### src/rtl/mult32x32_fast_pkg.sv
// Shared types for the fast 32x32 multiplier: controller state encoding and the
// shift_sel encoding that both the controller and the arithmetic unit agree on.
package mult32x32_fast_pkg;

  typedef enum logic [3:0] {
    IDLE,
    A0B0, A1B0, A2B0, A3B0,
    A0B1, A1B1, A2B1, A3B1
  } mult_state_t;

  // Partial-product shift in bytes: byte index of a plus two bytes per word of b.
  function automatic logic [2:0] shift_of(input logic [1:0] a_sel, input logic b_sel);
    return 3'(a_sel) + 3'({b_sel, 1'b0});
  endfunction

endpackage

### src/rtl/mult32x32_fast_ctrl.sv
// Step sequencer for the fast 32x32 multiplier: walks the 8x16 partial products,
// skipping those whose operand slice is known zero, and pulses done when finished.
module mult32x32_fast_ctrl
  import mult32x32_fast_pkg::*;
#(
  parameter logic SKIP_EN = 1'b1
) (
  input  logic       clk,
  input  logic       reset,
  input  logic       start,
  input  logic       a_msb_is_0,
  input  logic       b_msw_is_0,
  output logic       busy,
  output logic       done,
  output logic [1:0] a_sel,
  output logic       b_sel,
  output logic [2:0] shift_sel,
  output logic       upd_prod,
  output logic       clr_prod
);

  mult_state_t state_q, state_d;
  logic        done_q, done_d;
  logic        skip_a, skip_b;

  assign skip_a = SKIP_EN & a_msb_is_0;
  assign skip_b = SKIP_EN & b_msw_is_0;

  always_comb begin
    state_d  = state_q;
    busy     = 1'b0;
    upd_prod = 1'b0;
    clr_prod = 1'b0;
    a_sel    = 2'd0;
    b_sel    = 1'b0;
    case (state_q)
      IDLE: begin
        clr_prod = start;
        if (start) state_d = A0B0;
      end
      A0B0: begin a_sel = 2'd0; b_sel = 1'b0; state_d = A1B0; end
      A1B0: begin a_sel = 2'd1; b_sel = 1'b0; state_d = A2B0; end
      A2B0: begin
        a_sel = 2'd2;
        b_sel = 1'b0;
        if (!skip_a)      state_d = A3B0;
        else if (!skip_b) state_d = A0B1;
        else              state_d = IDLE;
      end
      A3B0: begin
        a_sel   = 2'd3;
        b_sel   = 1'b0;
        state_d = skip_b ? IDLE : A0B1;
      end
      A0B1: begin a_sel = 2'd0; b_sel = 1'b1; state_d = A1B1; end
      A1B1: begin a_sel = 2'd1; b_sel = 1'b1; state_d = A2B1; end
      A2B1: begin
        a_sel   = 2'd2;
        b_sel   = 1'b1;
        state_d = skip_a ? IDLE : A3B1;
      end
      A3B1: begin a_sel = 2'd3; b_sel = 1'b1; state_d = IDLE; end
      default: state_d = IDLE;
    endcase
    if (state_q != IDLE) begin
      busy     = 1'b1;
      upd_prod = 1'b1;
    end
    shift_sel = shift_of(a_sel, b_sel);
    // The last step's accumulate lands at this edge, so done aligns with a valid product.
    done_d    = busy && (state_d == IDLE);
  end

  always_ff @(posedge clk or posedge reset) begin
    if (reset) begin
      state_q <= IDLE;
      done_q  <= 1'b0;
    end else begin
      state_q <= state_d;
      done_q  <= done_d;
    end
  end

  assign done = done_q;

endmodule

### config.mk
export PLATFORM = sky130hd
export DESIGN_NAME = mult32x32_fast_ctrl
export DESIGN_NICKNAME = d
export VERILOG_FILES = /design/src/rtl/mult32x32_fast_pkg.sv /design/src/rtl/mult32x32_fast_ctrl.sv
export SDC_FILE = /design/constraint.sdc
export NUM_CORES = 1
export LEC_CHECK = 0
export ABC_AREA = 1
export CAP_MARGIN = 20
export CORE_AREA = 2 2 39 41
export DETAILED_ROUTE_END_ITERATION = 8
export DIE_AREA = 0 0 41 43
export SYNTH_ARGS = -nofsm -noshare
export SYNTH_HDL_FRONTEND = slang
export SYNTH_SLANG_ARGS = --single-unit
### constraint.sdc
create_clock -name clk -period 3.2 [get_ports clk]
set_input_delay 0.48 -clock clk [delete_from_list [all_inputs] [get_ports clk]]
set_output_delay 0.48 -clock clk [all_outputs]
set_load 0.02 [all_outputs]
* Word level (Yosys, flattened, before mapping)
Cells that the tools add are included.
** Word-level totals
- RAM bits :: 0
- Bits in latches :: 0
- Memory bits (read-only) :: 0
- Input bits :: 5
- Memories kept :: 0
- Register bits :: 5
- Output and inout bits :: 10
** Cells by class
- Muxes and demuxes :: 9
- Add/subtract/negate cells :: 1
- $mul :: 0
- Eq/ne operators :: 8
- Magnitude comparators :: 0
- Shift-type cells :: 0
- Reductions and logical operators :: 8
- Bitwise gates (word level) :: 0
- Divide/modulo/power cells :: 0
** Operator list (number)
- $pmux 4 s8 :: 1
- $eq 4x3->1 const B :: 4
- $eq 4x2->1 const B :: 2
- $logic_not 4->1 :: 2
- $mux 4 :: 2
- $mux 3 :: 2
- $pmux 2 s3 :: 1
- $reduce_or 2->1 :: 3
- $eq 4x1->1 const B :: 1
- $eq 4x4->1 const B :: 1
- $reduce_bool 4->1 :: 1
- $reduce_or 4->1 :: 1
- $add 2x2->3 :: 1
- $mux 1 :: 3
- $logic_and 1x1->1 :: 1

* Depth between registers and ports, before layout
Gate-level depths: netlist of the first run.
- Word-level depth :: 5
- Gate-level depth with buffers :: 7
- Mapped depth without buffers :: 7

* Worst setup path after synthesis of the first run
No wires, ideal clock.
- Path kind :: reg-to-output
- From :: register state_q[0]
- To :: output shift_sel[1]
- Cell stages (with the launch flop) :: 7
- Data arrival time :: 1.409 ns
- Setup slack :: 1.311 ns
- Path through :: dfrtp_1 -> inv_1 -> nand2_1 -> nor3_2 -> a21oi_1 -> o21ai_1 -> ha_1
** On the way
- Cells in the longest elaborated chain, start to end :: 4
- Elaborated cells on any way between the ends :: 14
- Those cells by class :: 1 x add/sub; 7 x eq/ne; 2 x mux; 4 x reduce/logical
** RTL lines
- start, declared :: RTL line mult32x32_fast_ctrl.sv:22 : mult_state_t state_q, state_d;
- start signal, assigned :: RTL line mult32x32_fast_ctrl.sv:79 : state_q <= state_d;
- $eq 4x3->1, or another cell as far along :: RTL line mult32x32_fast_ctrl.sv:36 : case (state_q)
- $reduce_or 2->1 (no line)
- $pmux 2 s3 (*) :: RTL line mult32x32_fast_ctrl.sv:36
- via a_sel[1] :: RTL line mult32x32_fast_ctrl.sv:15 : output logic [1:0] a_sel,
- $add 2x2->3 (*) :: RTL line mult32x32_fast_pkg.sv:13 : return 3'(a_sel) + 3'({b_sel, 1'b0});
- end, declared :: RTL line mult32x32_fast_ctrl.sv:17 : output logic [2:0] shift_sel,
The timed path passes the listed nets; every way through them passes the cells marked *.

* Final worst setup path of the first run
- From :: register state_q[0]
- To :: output shift_sel[1]
** On the way
- Cells in the longest elaborated chain, start to end :: 4
- Elaborated cells on any way between the ends :: 14
- Those cells by class :: 1 x add/sub; 7 x eq/ne; 2 x mux; 4 x reduce/logical
** RTL lines (RTL line)
- $eq 4x3->1, or another cell as far along :: mult32x32_fast_ctrl.sv:36
- $reduce_or 2->1 (no line) / $reduce_or 4->1 (equally long branches)
- $pmux 2 s3 / $mux 1 (equally long branches) :: mult32x32_fast_ctrl.sv:36
- $add 2x2->3 (*) :: mult32x32_fast_pkg.sv:13
Mark *: on every way between the ends. The rest lies on a longest branch, timed or not.

==> flow_summary.ini, run 1 <==
[run_status]
run_status = complete, no violations

[floorplanning]
start_util_pct = 28.2
dieArea_um2 = 1760
die_w_um = 41
core_um2 = 1380
rows = 14
io_pins = 15
die_y_um = 43

[power]
netSwitchingFraction_pct = 49.3
p_clk_share_pct = 11.9
switchingPower_uw = 328
power_frac_seq_pct = 17.5
power_density_nw_per_um2 = 1190
pwr-share-comb_pct = 70.6
ir_drop_uv = 502
p_leak_nw = 0.275
internal_power_uw = 338

[placement]
globalplace.congestion = 0.732
dp_hpwl_um = 582
io_buffers = 14
placedCellCount = 78

[worst_setup_path]
path_max_fanout = 4
r2r-start = state_q[3]
slowest_stage = clkdlybuf4s50_1
cp_num_buf_inv = 2
cpPeakStageDelay_ns = 0.59
crit_type = flop to output port
crit_start = state_q[0]
cp-start-kind = flop
required_ns = 2.72
crit_family = buffers and inverters
cp-end-kind = output port
crit_arrival_ns = 2.09
cp_cell_sequence = inv_1, nand2_1, nor3_2, a21oi_1, o21ai_1, ha_1, clkdlybuf4s50_1

[finish]
final_util_pct = 40.6
instances_no_fill = 82
n_antenna_cell = 0
area_growth_pct = 43.9
layout_common_cells = clkdlybuf4s50_1 (14), inv_1 (7), nand2_1 (7), nor2_2 (5), dfrtp_1 (5)
nets = 73
n_fill_cell = 154
layout_commonest_cell = clkdlybuf4s50_1
drive_above_1_share_pct = 30.3

[synth]
synth_seq_cells = 5
synth.avg_cell_area_um2 = 7.81
netlist_area_um2 = 390
netlist_instances = 50
syn-num-nets = 56
synth.distinct_cells = 17
yosysWarningCount = 0
synth-seq-area-share_pct = 32.1

[grt]
antenna_found_initial = 0
grt_pass1_wl_mm = 1.33
grtUsageTotal_pct = 11.6
grt_pass1_vias = 335
grt_max_degree = 7
grt-ovfl-total = 0

[detailed_routing]
vias = 374
final_antenna_net_count = 0
drt_iter0_markers = 5
routed_wirelength_um = 728
firstDrtPassIters = 4
viasPerCell = 4.56
drc = 0
wl_per_cell_um = 8.88

[clocking]
cts.sink_count = 5
cts_tree = built
cts_setup_buffers = 0
clock_latency_ns = 0.26
numCtsBuffers = 3
clk_pin_slew_ns = 0.05
hold_buffers = 0
clockBufferDepth = 2
root_buffer = clkbuf_4
htree_levels = 1
cts.repair.resized = 0

[hold_path]
hold_path.class = input pin to asynchronous set/reset pin

[sta]
finalCritPeriodShare_pct = 80.4
setup_viol = 0
rsz0062_at_grt = no
maxSlewViolCount = 0
worst_pin_slew_ns = 0.255
skew_ns = 0.00699
hold_violations = 0
min_period_ns = 2.57
slew_headroom_pct = 82.9
max_freq_mhz = 389
tns_ns = 0

[flow_run]
cap_viol_max_count = 0
-- path summary, 6_finish.rpt --
kind                                endpoint  slack [ns]  cells after the start
min in group clk                  state_q[3]        0.67                      3
worst min register to register    state_q[3]        0.67                      3
worst max register to register          done        2.03                      6
worst max-delay path            shift_sel[1]        0.63                      7
max in group asynchronous               done        2.62                      2
worst min-delay path              state_q[3]        0.41                      2
-- cell usage after synthesis (all sizes together) --
| cell | n | area, um2 |
|---|---|---|
| a21o | 1 | 7.51 |
| a21oi | 1 | 5.00 |
| buf | 2 | 15.0 |
| dfrtp | 5 | 125 |
| ha | 1 | 12.5 |
| inv | 10 | 37.5 |
| nand2 | 10 | 45.1 |
| nand3 | 6 | 40.0 |
| nor2 | 10 | 72.6 |
| nor3 | 1 | 10.0 |
| o211ai | 2 | 15.0 |
| o21ai | 1 | 5.00 |
-- worst reg2reg max path, stage by stage, from the launching register on --
cell and delay [ns]:
dfrtp_1 0.43, nor2_2 0.19, nand2_2 0.11, nor2_2 0.16, nor2_4 0.06, nand3_2 0.06
nor2_2 0.03
-- routing by layer --
metal	vias to the layer above	track usage [%]	routed length [um]
li1	185	-	-
met2	13	16.9	349
met5	-	0	0
met3	3	3.14	48
met4	0	10.0	27
met1	173	13.1	304
-- cells by family after synthesis --
family / after synthesis / share of synthesized area (%)
AND/OR/NAND/NOR: 27 / 43.0
buffers and inverters: 12 / 13.5
AO/OA/AOI/OAI: 5 / 8.33
flip-flops: 5 / 32.1
adder cells (fa/ha/maj): 1 / 3.20
-- metrics by stage --
stage | hold WS [ns] | worst slack (ns) | instance area [um2] | total power [mW]
after global routing | 0.464 | 0.482 | 562 | 0.725
after floorplan | 0.259 | 1.31 | 390 | 0.443
after detailed placement | 0.660 | 0.903 | 536 | 0.592
final | 0.412 | 0.628 | 562 | 0.666
after global placement | 0.659 | 0.911 | 536 | 0.592
after CTS | 0.419 | 0.618 | 562 | 0.675
-- power groups by stage --
stage,sequential (mW),combinational [mW],clock [mW]
finish,0.116,0.471,0.0792
global route,0.121,0.523,0.0813
detailed placement,0.117,0.475,0
floorplan,0.118,0.325,0
CTS,0.116,0.478,0.0808
global placement,0.116,0.476,0
-- layout make-up --
class	count	area (um2)	share of cell area, %
inverter	10	37.5	6.68
tap	16	20.0	3.56
timing repair buffer	14	140	24.9
clock buffer	4	26.3	4.68
multi-input combinational	33	213	37.9
sequential	5	125	22.3
-- sequential cells by signal (all words and copies together) (netlist names) --
| signal | flops |
|---|---|
| done | 1 |
| state_q | 4 |
Power figures use the tool's default switching activity.
==> run 2, diff against run 1 <==
Clock period 3.2 ns to 2.45 ns, I/O delays scaled along.
==> run 2 against run 1 <==
Against the previous run:
- sequential share of layout area barely moved
- clock power rose by 16%
- non-clock buffer count is the same
- highest routed layer unchanged
- worst hold slack worse by 0.089 ns
- worst setup slack got worse by 0.38 ns
==> flow_summary.ini, run 2 (synthesis gave the netlist of run 1 again) <==
[floorplanning]
start_util_pct = 28.2
core_um2 = 1380
die_y_um = 43
rows = 14
die_w_um = 41
dieArea_um2 = 1760
io_pins = 15

[finish]
layout_common_cells = clkdlybuf4s50_1 (12), inv_1 (7), nand2_1 (7), nor2_2 (5), dfrtp_1 (5)
drive_above_1_share_pct = 30.3
n_antenna_cell = 0
area_growth_pct = 44.2
largest_reg_flops = 4
nets = 73
regMostFlops = state_q
layout_commonest_cell = clkdlybuf4s50_1

[grt]
grt_pass1_wl_mm = 1.45
grt-ovfl-total = 0
grt_max_degree = 7
antenna_found_initial = 0
grt_pass1_vias = 358
grtUsageTotal_pct = 12.5

[worst_setup_path]
crit_type = flop to output port
required_ns = 2.08
reg2reg_depth = 6
path_max_fanout = 4
r2r_end = done
crit_arrival_ns = 1.83
cp-end-kind = output port
cp-start-kind = flop
r2r_setup_slack_ns = 1.29
r2r-start = state_q[3]

[detailed_routing]
routed_wirelength_um = 732
drc = 0
firstDrtPassIters = 4
vias = 366
final_antenna_net_count = 0
viasPerCell = 4.46
wl_per_cell_um = 8.93
drt_iter0_markers = 3

[power]
ir_drop_uv = 640
power_density_nw_per_um2 = 1500
p_leak_nw = 0.295

[clocking]
clk_pin_slew_ns = 0.04
cts_tree = built
clock_latency_ns = 0.24
htree_levels = 1
cts.sink_count = 5
hold_buffers = 0
numCtsBuffers = 3
root_buffer = clkbuf_4
cts_setup_buffers = 0
clockBufferDepth = 2

[sta]
whs_ns = 0.323
tns_ns = 0
maxSlewViolCount = 0
hold_violations = 0
slew_headroom_pct = 81.7
skew_ns = 0.000193
max_freq_mhz = 454
worst_pin_slew_ns = 0.273
min_period_ns = 2.20
rsz0062_at_grt = no
finalCritPeriodShare_pct = 89.8
setup_viol = 0

[placement]
io_buffers = 14
globalplace.congestion = 0.730
dp_hpwl_um = 612

[hold_path]
hold_path.class = input pin to asynchronous set/reset pin

[run_status]
run_status = complete, no violations

[flow_run]
cap_viol_max_count = 0
-- run 2: changes by cell type in the layout (fill, tap and decap cells not counted) --
cell	change
dlymetal6s2s_1	+1
dlygate4sd2_1	+1
clkdlybuf4s50_1	-2
-- run 2: what timing repair did --
action	CTS	global route
endpoints found under the setup margin	1	1
resized for setup	1	1
hold endpoints to repair	0	0
-- run 2: per-layer routing --
metal / wire (um) / vias up / global-route usage (%)
li1: - / 185 / -
met1: 282 / 163 / 13.4
met2: 371 / 16 / 19.4
met3: 65 / 2 / 6.28
met4: 14 / 0 / 6.00
met5: 0 / - / 0
-- run 2: worst max-delay path: stages, from the launching register on --
cell             delay [ns]
dfrtp_1                0.41
inv_1                  0.09
nand2_1                0.12
nor3_2                 0.16
a21oi_1                0.08
o21ai_1                0.11
clkdlybuf4s50_1        0.62
-- run 2: through the flow --
| stage | util [%] | setup WS, ns | power [mW] | cells | cell area (um2) |
|---|---|---|---|---|---|
| final | 40.7 | 0.249 | 0.843 | 82 | 563 |
| after global routing | 40.7 | 0.0720 | 0.937 | 82 | 563 |
| after CTS | 40.5 | 0.0978 | 0.860 | 82 | 561 |
| after detailed placement | 38.7 | 0.265 | 0.776 | 78 | 536 |
| after global placement | 38.7 | 0.287 | 0.774 | 78 | 536 |
| after floorplan | - | 0.674 | 0.579 | 50 | 390 |
-- run 2: worst max path at each step --
stage               slack, ns      endpoint       start  cells after the start
floorplan                0.67  shift_sel[1]  state_q[0]                      6
global placement         0.29  shift_sel[1]  state_q[0]                      7
detailed placement       0.27  shift_sel[1]  state_q[0]                      7
CTS                       0.1  shift_sel[2]  state_q[0]                      7
global route             0.07      a_sel[1]  state_q[1]                      6
finish                   0.25      a_sel[1]  state_q[0]                      6
-- run 2: report_power, final --
group	switching (mW)	internal, mW	leakage (nW)
clock	0.0303	0.0613	0.0150
sequential	0.0355	0.116	0.0634
combinational	0.352	0.248	0.216
-- run 2: final cells by class --
| class | count | area, um2 |
|---|---|---|
| fillers | 143 | 821 |
| multi-input cells | 33 | 213 |
| repair buffers | 14 | 141 |
| flip-flops and latches | 5 | 125 |
| inverters | 10 | 37.5 |
| clock buffers | 4 | 26.3 |
| well taps | 16 | 20.0 |
==> run 3, diff against run 2 <==
Settings changed: ABC_CLOCK_PERIOD_IN_PS from default to 2450.
==> results of run 3 <==
Same layout as run 2: the final DEF is identical, and so are final timing and power.
